**config.mk**
```make
export PLATFORM = sky130hd
export DESIGN_NAME = gpr_wb_arbiter
export DESIGN_NICKNAME = d
export VERILOG_FILES = /design/src/rtl/gpr_wb_arbiter_pkg.sv /design/src/rtl/gpr_wb_arbiter_scoreboard.sv /design/src/rtl/gpr_wb_arbiter.sv
export SDC_FILE = /design/constraint.sdc
export NUM_CORES = 1
export LEC_CHECK = 0
export BUFFER_PORTS_ARGS = -buffer_cell sky130_fd_sc_hd__buf_2
export CAP_MARGIN = 20
export CELL_PAD_IN_SITES_DETAIL_PLACEMENT = 2
export CELL_PAD_IN_SITES_GLOBAL_PLACEMENT = 2
export CORE_MARGIN = 4
export CORE_UTILIZATION = 31
export DETAILED_ROUTE_END_ITERATION = 10
export MAX_ROUTING_LAYER = met4
export PLACE_DENSITY = 0.93
export REMOVE_ABC_BUFFERS = 1
export SLEW_MARGIN = 20
export SYNTH_ARGS = -nofsm -noshare
export SYNTH_HDL_FRONTEND = slang
export SYNTH_SLANG_ARGS = --single-unit
```
**constraint.sdc**
```tcl
create_clock -name clk -period 9.9 [get_ports clk]
set_clock_uncertainty 0.15 [all_clocks]
set_input_delay 0.99 -clock clk [delete_from_list [all_inputs] [get_ports clk]]
set_output_delay 0.99 -clock clk [all_outputs]
set_load 0.1 [all_outputs]
```
**src/rtl/gpr_wb_arbiter_pkg.sv**
```systemverilog
// -----------------------------------------------------------------------------
// gpr_wb_arbiter_pkg
//   Shared constants for the GPR write-back arbiter and its scoreboard.
//   - Register file geometry: R0-R14 live in the array, R15 is the PC.
//   - Register file WE3 encoding (active-low pair: 2'b00 writes, 2'b11 idles).
//   - Write-back requester indices (ALU, LOAD, LINK).
// -----------------------------------------------------------------------------
package gpr_wb_arbiter_pkg;

   // Register number that aliases the program counter.
   localparam logic [3:0] REG_PC    = 4'd15;

   // Register file write-enable encoding.
   localparam logic [1:0] WE3_WRITE = 2'b00;
   localparam logic [1:0] WE3_IDLE  = 2'b11;

   // Registers physically held in the array (R0-R14).
   localparam int         NUM_GPR   = 15;

   // Write-back requester indices.
   localparam int         REQ_ALU   = 0;
   localparam int         REQ_LOAD  = 1;
   localparam int         REQ_LINK  = 2;

endpackage : gpr_wb_arbiter_pkg

```
**src/rtl/gpr_wb_arbiter_scoreboard.sv**
```systemverilog
// -----------------------------------------------------------------------------
// gpr_scoreboard
//   Busy mask for R0-R14. Decode reserves a destination register, the
//   write-back path clears it, and decode stalls while any of its sources
//   is still busy. R15 (the PC) is never tracked.
//
// Ports
//   clk, rst            clock, asynchronous active-high reset
//   rsv_valid/addr      decode reserves register rsv_addr
//   rsv_ready           reservation accepted (target not busy, or R15)
//   clr_en/clr_addr     write-back handshake to clr_addr this cycle
//   rd_a1, rd_a2        source registers being decoded
//   rd_stall            a decoded source has a write outstanding
// -----------------------------------------------------------------------------
module gpr_scoreboard
   import gpr_wb_arbiter_pkg::*;
#(
   parameter int AW = 4
) (
   input  logic          clk,
   input  logic          rst,
   input  logic          rsv_valid,
   input  logic [AW-1:0] rsv_addr,
   output logic          rsv_ready,
   input  logic          clr_en,
   input  logic [AW-1:0] clr_addr,
   input  logic [AW-1:0] rd_a1,
   input  logic [AW-1:0] rd_a2,
   output logic          rd_stall
);

   logic [NUM_GPR-1:0] busy;
   logic [NUM_GPR-1:0] busy_nxt;

   // Full-address view of the mask. The bit for R15 is tied to 0, so a
   // reservation of R15 is always accepted and R15 sources never stall.
   logic [2**AW-1:0]   busy_ext;

   // NOTE: every variable driven in an always_comb gets a default on the first
   // line of the block, so no path can leave it unassigned and infer a latch.
   always_comb begin
      busy_ext              = '0;
      busy_ext[NUM_GPR-1:0] = busy;
   end

   assign rsv_ready = rsv_valid & ~busy_ext[rsv_addr];
   assign rd_stall  = busy_ext[rd_a1] | busy_ext[rd_a2];

   // Clear is applied before set so that a reservation landing on the same
   // edge as the write-back of the previous producer keeps the register busy.
   always_comb begin
      busy_nxt = busy;
      for (int i = 0; i < NUM_GPR; i++) begin
         if (clr_en && (clr_addr == AW'(i))) begin
            busy_nxt[i] = 1'b0;
         end
         if (rsv_ready && (rsv_addr == AW'(i))) begin
            busy_nxt[i] = 1'b1;
         end
      end
   end

   // NOTE: state registers use non-blocking assignments so every flop samples
   // its inputs from before the edge, independent of process ordering.
   always_ff @(posedge clk or posedge rst) begin
      if (rst) begin
         busy <= '0;
      end else begin
         busy <= busy_nxt;
      end
   end

endmodule : gpr_scoreboard

```
**src/rtl/gpr_wb_arbiter.sv**
```systemverilog
// -----------------------------------------------------------------------------
// gpr_wb_arbiter
//   Shares the single register-file write port (A3/WD3/WE3) between NREQ
//   write-back requesters, redirects writes to R15 onto the PC-update port
//   and keeps the read-after-write scoreboard used by decode.
//
//   Configuration macro GPR_WB_RR_EN:
//     defined   - round-robin arbitration; the search starts at a pointer
//                 that moves to (granted index + 1) mod NREQ after a grant.
//     undefined - fixed priority LOAD > ALU > LINK (> higher indices).
//
// Ports
//   clk, rst              clock, asynchronous active-high reset
//   req_valid/addr/data   per-requester write-back request (packed, i at i*W)
//   req_ready             one-hot grant, transfer on valid & ready
//   gpr_a3/wd3/we3        register file write port, registered (latency 1)
//   pc_wr_en/pc_wr_data   one-cycle PC load for writes addressed to R15
//   rsv_valid/addr/ready  destination reservation from decode
//   rd_a1, rd_a2          decoded source registers
//   rd_stall              a decoded source has a write outstanding
// -----------------------------------------------------------------------------
module gpr_wb_arbiter
   import gpr_wb_arbiter_pkg::*;
#(
   parameter int NREQ = 3,
   parameter int AW   = 4,
   parameter int DW   = 32
) (
   input  logic             clk,
   input  logic             rst,
   input  logic [NREQ-1:0]    req_valid,
   input  logic [NREQ*AW-1:0] req_addr,
   input  logic [NREQ*DW-1:0] req_data,
   output logic [NREQ-1:0]    req_ready,
   output logic [AW-1:0]    gpr_a3,
   output logic [DW-1:0]    gpr_wd3,
   output logic [1:0]       gpr_we3,
   output logic             pc_wr_en,
   output logic [DW-1:0]    pc_wr_data,
   input  logic             rsv_valid,
   input  logic [AW-1:0]    rsv_addr,
   output logic             rsv_ready,
   input  logic [AW-1:0]    rd_a1,
   input  logic [AW-1:0]    rd_a2,
   output logic             rd_stall
);

   logic [NREQ-1:0] grant;
   logic            found;
   logic            hs;
   logic [AW-1:0]   sel_addr;
   logic [DW-1:0]   sel_data;
   logic            sel_is_pc;

   // ---------------------------------------------------------------------------
   // Arbitration. The grant is forced low during reset so nothing can be
   // accepted while the output registers are being cleared.
   // ---------------------------------------------------------------------------
`ifdef GPR_WB_RR_EN
   localparam int IDXW = (NREQ > 1) ? $clog2(NREQ) : 1;

   logic [IDXW-1:0] rr_ptr;
   logic [IDXW-1:0] grant_idx;

   // Visit the requesters in the order ptr, ptr+1, ... (mod NREQ) and grant
   // the first one with a pending write.
   always_comb begin
      grant     = '0;
      grant_idx = '0;
      found     = 1'b0;
      for (int k = 0; k < NREQ; k++) begin
         for (int i = 0; i < NREQ; i++) begin
            if (!found && req_valid[i] && (i == (int'(rr_ptr) + k) % NREQ)) begin
               found     = 1'b1;
               grant[i]  = 1'b1;
               grant_idx = IDXW'(i);
            end
         end
      end
      if (rst) begin
         grant = '0;
      end
   end

   always_ff @(posedge clk or posedge rst) begin
      if (rst) begin
         rr_ptr <= '0;
      end else if (hs) begin
         rr_ptr <= (grant_idx == IDXW'(NREQ - 1)) ? '0 : grant_idx + 1'b1;
      end
   end
`else
   // LOAD first, then the remaining requesters in index order (ALU, LINK, ...).
   always_comb begin
      grant = '0;
      found = 1'b0;
      if (req_valid[REQ_LOAD]) begin
         grant[REQ_LOAD] = 1'b1;
         found           = 1'b1;
      end
      for (int i = 0; i < NREQ; i++) begin
         if (!found && (i != REQ_LOAD) && req_valid[i]) begin
            grant[i] = 1'b1;
            found    = 1'b1;
         end
      end
      if (rst) begin
         grant = '0;
      end
   end
`endif

   assign req_ready = grant;
   assign hs        = |grant;

   // One-hot grant selects the winning address and data.
   always_comb begin
      sel_addr = '0;
      sel_data = '0;
      for (int i = 0; i < NREQ; i++) begin
         if (grant[i]) begin
            sel_addr = req_addr[i*AW +: AW];
            sel_data = req_data[i*DW +: DW];
         end
      end
   end

   assign sel_is_pc = (sel_addr == AW'(REG_PC));

   // ---------------------------------------------------------------------------
   // Write port and PC port registers. WE3 and the PC strobe fall back to idle
   // every cycle without a handshake; A3/WD3/PC data hold their last value.
   // An asynchronous reset drops WE3 to idle immediately, so a write that was
   // being presented is never committed by the following edge.
   // ---------------------------------------------------------------------------
   always_ff @(posedge clk or posedge rst) begin
      if (rst) begin
         gpr_we3    <= WE3_IDLE;
         gpr_a3     <= '0;
         gpr_wd3    <= '0;
         pc_wr_en   <= 1'b0;
         pc_wr_data <= '0;
      end else begin
         gpr_we3  <= WE3_IDLE;
         pc_wr_en <= 1'b0;
         if (hs) begin
            if (sel_is_pc) begin
               pc_wr_en   <= 1'b1;
               pc_wr_data <= sel_data;
            end else begin
               gpr_we3 <= WE3_WRITE;
               gpr_a3  <= sel_addr;
               gpr_wd3 <= sel_data;
            end
         end
      end
   end

   // ---------------------------------------------------------------------------
   // Scoreboard: every accepted write-back clears its destination.
   // ---------------------------------------------------------------------------
   gpr_scoreboard #(
      .AW (AW)
   ) u_scoreboard (
      .clk       (clk),
      .rst       (rst),
      .rsv_valid (rsv_valid),
      .rsv_addr  (rsv_addr),
      .rsv_ready (rsv_ready),
      .clr_en    (hs),
      .clr_addr  (sel_addr),
      .rd_a1     (rd_a1),
      .rd_a2     (rd_a2),
      .rd_stall  (rd_stall)
   );

endmodule : gpr_wb_arbiter

```
==> run_results.csv, run 1 <==
group,metric,value,unit
detailed_routing,drc_errors,0,
layout,fin_nets,708,
grt,grt_pass1_vias,4715,
cts,ctsHoldBuffers,0,
sta,fin_crit,4.00,ns
hold_path,hold_path_depth,1,
grt,track_usage,21.4,%
critical_path,r2r_slack,7.68,ns
layout,design_area,5930,um2
hold_path,hold_path_class,"flip-flop to flip-flop",
critical_path,critPathLaunch,"rsv_addr[0]",
layout,drive_gt1_share,52.8,%
grt,grt_antenna_before_repair,2,
synthesis,yosysWarnings,0,
critical_path,crit_path_cell_trace,"buf_2 > mux4_2 > mux4_2 > nor2b_1 > buf_2",
sta,hold_viol,0,
sta,fin_setup_tns,0,ns
synthesis,synth-seq-cells,85,
synthesis,synthAdderAreaFrac,0,%
critical_path,worst-path-buf-inv,2,
synthesis,synth_xor_xnor_area_share,0,%
layout,final_util,42.1,%
critical_path,crit_fanout,11,
detailed_routing,wl_per_cell,22.5,um
detailed_routing,post_drt_via_cell_ratio,5.27,
pwr,peakVddDrop,0.0000784,V
place,dp.cells,751,
place,port_buffers,201,
layout,areaGrowthSynthToFinish,31.0,%
place,dp_hpwl,13500,um
critical_path,crit_required,8.76,ns
sta,maxClockFrequency,0.250,GHz
hold_path,holdCritStartpoint,"pc_wr_data[30]",
synthesis,synth_edf_count,0,
job,drv_cap,0,
critical_path,r2r_end,"u_scoreboard.busy[0]",
synthesis,yosysUniqueCellTypes,55,
floorplanning,core_region_area,14100,um2
floorplanning,die_area,16600,um2
pwr,pwr_density_cell,209,nW/um2
detailed_routing,drt-total-wl,17300,um
cts,post_cts_resized,0,
cts,tritoncts,"done",
sta,rsz0062_at_grt,"false",
detailed_routing,antenna_left,0,
cts,htreeDepth,3,
detailed_routing,first_iter_violations,139,
cts,post_cts_buffers,0,
sta,relSlewSlack,29.8,%
synthesis,synthArstFlopShare,100,%
detailed_routing,route.vias.total,4053,
grt,grt.overflow.total,0,
synthesis,synth.mux.area_fraction,24.1,%
synthesis,synth_top_family_by_area,"multiplexers",
cts,insertion_delay,0.34,ns
layout,layout_commonest_cell,"buf_2",
place,gp_congestion,0.831,
synthesis,synthCells,387,
critical_path,critPathCaptureType,"output pin",
grt,grt_pass1_wl,26400,um
critical_path,arrival,2.86,ns
floorplanning,rows,43,
place,placed_area,5650,um2
floorplanning,num_io_pins,202,
synthesis,synthFlopType,"dfrtp_1",
synthesis,synth_area_per_cell,11.7,um2
critical_path,critPathTopFamily,"multiplexers",
critical_path,slowest_stage,"mux4_2",
floorplanning,die_h,129,um
place,pre_cts_slack,5.50,ns
critical_path,regToRegStartpoint,"u_scoreboard.busy[3]",
synthesis,yosysSeqAreaShare,47.0,%
layout,most-common-layout-cells,"201 x buf_2, 84 x dfrtp_1, 73 x nand2_1",
cts,cts.path.max_buffers,2,
sta,slew_violations,0,
cts,cts_made_buffers,9,
detailed_routing,first_pass_iters,4,
critical_path,worst_setup_path_start_kind,"input port",
critical_path,cp_num_cells,5,
sta,finalCritPeriodShare,40.4,%
layout,layoutNonFillerInstCount,769,
floorplanning,initial_core_util,32.1,%
sta,worst_pin_slew,1.05,ns
sta,fin_ws,5.90,ns
cts,clkTransAtPathRegs,0.07,ns
cts,cts.sinks,85,
hold_path,min_to,"pc_wr_data[30]",
synthesis,yosys.area_share.simple,10.8,%
cts,cts-root-buf,"clkbuf_16",
outcome,outcome,"finished, final reports clean",
synthesis,syn_area,4530,um2
critical_path,max_stage_delay,0.58,ns
critical_path,reg2regPathDepth,3,
grt,grt_max_degree,45,
floorplanning,die_w,129,um
critical_path,path_class,"input port to output pin",
synthesis,synth_compound_area_share,14.0,%
pwr,leakage,0.00315,uW
sta,setup_violations,0,
==> synthesized netlist by cell type, types with 2 or more instances <==
cell / count / area share, %
dfrtp_1: 84 / 46
a21o_1: 2 / 0.33
buf_12: 2 / 0.88
or3_1: 2 / 0.28
mux4_2: 10 / 5.0
nor3_1: 2 / 0.22
mux2i_1: 5 / 1.1
a22oi_1: 33 / 5.5
o221ai_1: 2 / 0.39
o2bb2ai_1: 2 / 0.39
nor2_1: 7 / 0.58
nand2_1: 73 / 6.0
nor2b_1: 3 / 0.41
o21a_1: 2 / 0.33
buf_2: 3 / 0.33
o211ai_1: 4 / 0.66
a21oi_1: 5 / 0.55
mux2_2: 39 / 9.7
o21ai_0: 18 / 2.0
o31ai_1: 8 / 1.3
clkbuf_1: 12 / 0.99
inv_1: 8 / 0.66
o22ai_1: 2 / 0.28
mux2_4: 25 / 8.3
buf_6: 3 / 0.75
nand2b_1: 2 / 0.28
==> flip-flops by register name (all words and copies together) (netlist names) <==
signal             cells
gpr_a3                 4
gpr_wd3               32
gpr_we3                1
pc_wr_data            32
pc_wr_en               1
u_scoreboard.busy     15
==> per-layer routing <==
| layer | up-vias | track usage, % | part of all wire [%] |
|---|---|---|---|
| li1 | 1816 | - | - |
| met1 | 2067 | 23.6 | 38 |
| met2 | 143 | 38.1 | 54 |
| met3 | 27 | 4.19 | 5.3 |
| met4 | 0 | 8.34 | 2.4 |
| met5 | - | - | 0 |
==> final cells by class <==
cell class | instances | area (um2)
Inverter | 9 | 36.3
Antenna cell | 2 | 5.00
Clock inverter | 3 | 21.3
Tap cell | 180 | 225
Timing Repair Buffer | 206 | 1040
Clock buffer | 13 | 260
Sequential cell | 85 | 2130
Multi-Input combinational cell | 271 | 2210
Fill cell | 1524 | 8160
==> worst reg2reg max path, cell delays in order (launching register included) <==
cell,delay (ns)
dfrtp_1,0.44
mux4_2,0.52
or4b_2,0.70
o31ai_1,0.29
==> cell families after synthesis <==
family | Yosys count
mux | 79
flops | 85
simple gates | 104
compound gates | 88
buf+inv | 31
==> stage by stage <==
stage / power, uW / hold slack [ns]
2_1_floorplan: 795 / 0.335
3_3_place_gp: 897 / 0.334
3_5_place_dp: 926 / 0.348
4_1_cts: 1250 / 0.363
5_1_grt: 1290 / 0.382
6_report: 1240 / 0.357
==> how the worst max path moves through the flow <==
| stage | endpoint |
|---|---|
| after floorplan | req_ready[0] |
| after global placement | gpr_wd3[15] |
| after detailed placement | gpr_wd3[15] |
| after CTS | gpr_wd3[21] |
| after global routing | gpr_wd3[6] |
| final | rsv_ready |
==> where the power goes <==
| group | internal [uW] | total (uW) | leakage [uW] | switching (uW) |
|---|---|---|---|---|
| Clock | 184 | 323 | 0.000136 | 139 |
| Sequential | 398 | 445 | 0.00111 | 46.9 |
| Combinational | 121 | 472 | 0.00190 | 351 |
| Total | 703 | 1240 | 0.00315 | 537 |
(Power assumes the default switching activity.)
==> inputs of run 2 (changes only) <==
--- a/config.mk
+++ b/config.mk
@@ -5,15 +5,16 @@
 export SDC_FILE = /design/constraint.sdc
 export NUM_CORES = 1
 export LEC_CHECK = 0
+export ABC_AREA = 1
 export BUFFER_PORTS_ARGS = -buffer_cell sky130_fd_sc_hd__buf_2
 export CAP_MARGIN = 20
 export CELL_PAD_IN_SITES_DETAIL_PLACEMENT = 2
 export CELL_PAD_IN_SITES_GLOBAL_PLACEMENT = 2
 export CORE_MARGIN = 4
-export CORE_UTILIZATION = 31
+export CORE_UTILIZATION = 25
 export DETAILED_ROUTE_END_ITERATION = 10
 export MAX_ROUTING_LAYER = met4
-export PLACE_DENSITY = 0.93
+export PLACE_DENSITY = 0.88
 export REMOVE_ABC_BUFFERS = 1
 export SLEW_MARGIN = 20
 export SYNTH_ARGS = -nofsm -noshare
==> constraint.sdc (replaced) <==
create_clock -name clk -period 4.08 [get_ports clk]
set_clock_uncertainty 0.15 [all_clocks]
set_input_delay 0.408 -clock clk [delete_from_list [all_inputs] [get_ports clk]]
set_output_delay 0.408 -clock clk [all_outputs]
set_load 0.1 [all_outputs]
==> run_results.csv, run 2 <==
group,metric,value,unit
pwr,comb_power_share,32.3,%
layout,fin_nets,985,
pwr,peakVddDrop,0.000191,V
layout,most-common-layout-cells,"353 x nand2_1, 201 x buf_2, 106 x nand3_1",
detailed_routing,post_drt_via_cell_ratio,4.70,
synthesis,yosysWarnings,0,
pwr,pwr_density_cell,458,nW/um2
detailed_routing,wl_per_cell,17.8,um
sta,fin_crit,2.49,ns
pwr,p_clk_share,31.9,%
pwr,p_int,1680,uW
grt,grt_antenna_before_repair,0,
pwr,p_sw_share,40.8,%
cts,post_cts_buffers,0,
synthesis,synth.area.top_cells,"dfrtp_1 45%, nand2_1 28%, nand3_1 11%",
grt,grt.overflow.total,0,
synthesis,synth.most_common_cell,"nand2_1",
critical_path,critPathCaptureType,"flip-flop",
grt,grt_pass1_vias,5718,
sta,finalCritPeriodShare,61.0,%
sta,fin_setup_tns,0,ns
cts,ctsHoldBuffers,0,
critical_path,worst_setup_path_start_kind,"input port",
detailed_routing,route.vias.total,5142,
layout,design_area,6190,um2
synthesis,synth_area_per_cell,6.95,um2
detailed_routing,first_iter_violations,160,
cts,post_cts_resized,0,
floorplanning,die_area,21000,um2
sta,hold_viol,0,
synthesis,synthArstFlopShare,100,%
pwr,share_seq_of_total_power,35.8,%
place,gp_congestion,0.851,
critical_path,arrival,2.62,ns
critical_path,crit_fanout,69,
cts,clkTransAtPathRegs,0.07,ns
synthesis,yosys.area.top_type,"dfrtp_1",
cts,cts.sinks,85,
layout,diodes,0,
cts,htreeDepth,3,
floorplanning,core_region_area,18200,um2
detailed_routing,drc_errors,0,
floorplanning,rows,49,
synthesis,synth_common_cells,"353 x nand2_1, 107 x nand3_1, 84 x dfrtp_1",
grt,track_usage,19.6,%
job,drv_cap,0,
grt,grt_max_degree,70,
place,placed_area,5860,um2
sta,rsz0062_at_grt,"false",
sta,maxClockFrequency,0.402,GHz
layout,areaGrowthSynthToFinish,32.3,%
synthesis,synthFlopType,"dfrtp_1",
layout,drive_gt1_share,28.2,%
floorplanning,initial_core_util,25.7,%
cts,cts_made_buffers,9,
sta,setup_violations,0,
place,dp_hpwl,15000,um
layout,reg.largest.list,"gpr_wd3 (32), pc_wr_data (32), u_scoreboard.busy (15)",
synthesis,synth_edf_count,0,
detailed_routing,antenna_left,0,
layout,layout_commonest_cell,"nand2_1",
synthesis,netlist.area_leader.share,44.9,%
cts,insertion_delay,0.34,ns
critical_path,crit_required,4.21,ns
cts,cts.path.max_buffers,2,
sta,relSlewSlack,50.5,%
synthesis,syn_area,4680,um2
floorplanning,die_w,145,um
synthesis,synthCells,673,
synthesis,yosysUniqueCellTypes,25,
hold_path,hold_path_class,"input port to asynchronous set/reset pin",
detailed_routing,drt-total-wl,19400,um
grt,grt_pass1_wl,30800,um
sta,worst_pin_slew,0.743,ns
outcome,outcome,"finished, final reports clean",
floorplanning,die_h,145,um
synthesis,yosysSeqAreaShare,45.5,%
synthesis,synth-seq-cells,85,
sta,slew_violations,0,
cts,cts-root-buf,"clkbuf_16",
floorplanning,num_io_pins,202,
place,port_buffers,201,
critical_path,path_class,"input port to flip-flop",
cts,tritoncts,"done",
pwr,leakage,0.00362,uW
pwr,p_switching,1160,uW
detailed_routing,first_pass_iters,4,
[run 2: logic make-up (layout without fill, tap and decap cells)]
logic type      count (synthesis)  count (layout)  share of synthesized area, %
compound gates                 24              24                          3.13
simple gates                  503             503                          44.9
buf+inv                        61             252                          6.47
flops                          85              85                          45.5
[run 2: final timing paths]
| check | from | endpoint | cells after the start | slack (ns) |
|---|---|---|---|---|
| min in group clk | req_data[72] | pc_wr_data[8] | 5 | 0.26 |
| setup reg to reg | u_scoreboard.busy[9] | u_scoreboard.busy[0] | 7 | 2.23 |
| setup / recovery | rst | pc_wr_data[5] | 10 | 1.59 |
| hold / removal | rst | u_scoreboard.busy[1] | 3 | 0.05 |
| hold reg to reg | gpr_wd3[5] | gpr_wd3[5] | 2 | 0.32 |
| max in group asynchronous | rst | gpr_wd3[4] | 4 | 2.64 |
[run 2: critical path: stages]
cell and delay, ns:
buf_2 0.13, nor2_4 0.24, nand3_1 0.14, nand3_2 0.14
nand2_2 0.09, inv_2 0.10, nand2_4 0.39, inv_2 0.70
nand2_1 0.14, nand2_1 0.09
[run 2: layer usage]
layer | vias to the layer above | part of all wire (%) | global-route usage (%)
met4 | 0 | 1.3 | 4.42
met3 | 13 | 6.8 | 5.72
met2 | 144 | 50 | 33.9
met1 | 2497 | 41 | 22.5
li1 | 2488 | - | -
met5 | - | 0 | -
[run 2: cell type report]
class / count / area (um2)
fill: 2192 / 12000
multi-input combinational: 527 / 2250
sequential: 85 / 2130
timing repair buffer: 209 / 1090
tap: 229 / 287
clock buffer: 10 / 239
inverter: 27 / 103
clock inverter: 6 / 86.3
[run 2: power groups by stage]
stage	sequential [uW]	combinational, uW	clock, uW
after floorplan	1410	265	0
after global placement	1020	902	0
after detailed placement	1030	926	0
after CTS	1010	930	926
after global routing	1030	982	969
final	1010	914	904
[run 2: per-stage QoR]
step	utilization (%)	worst slack [ns]	total power (uW)	hold WS, ns	instances
2_1_floorplan	-	0.319	1680	0.298	639
4_1_cts	34.0	1.56	2870	0.0560	1093
5_1_grt	34.0	1.31	2980	0.0752	1093
3_3_place_gp	32.0	1.34	1930	0.299	1075
6_report	34.0	1.59	2830	0.0531	1093
3_5_place_dp	32.2	1.20	1950	0.308	1077
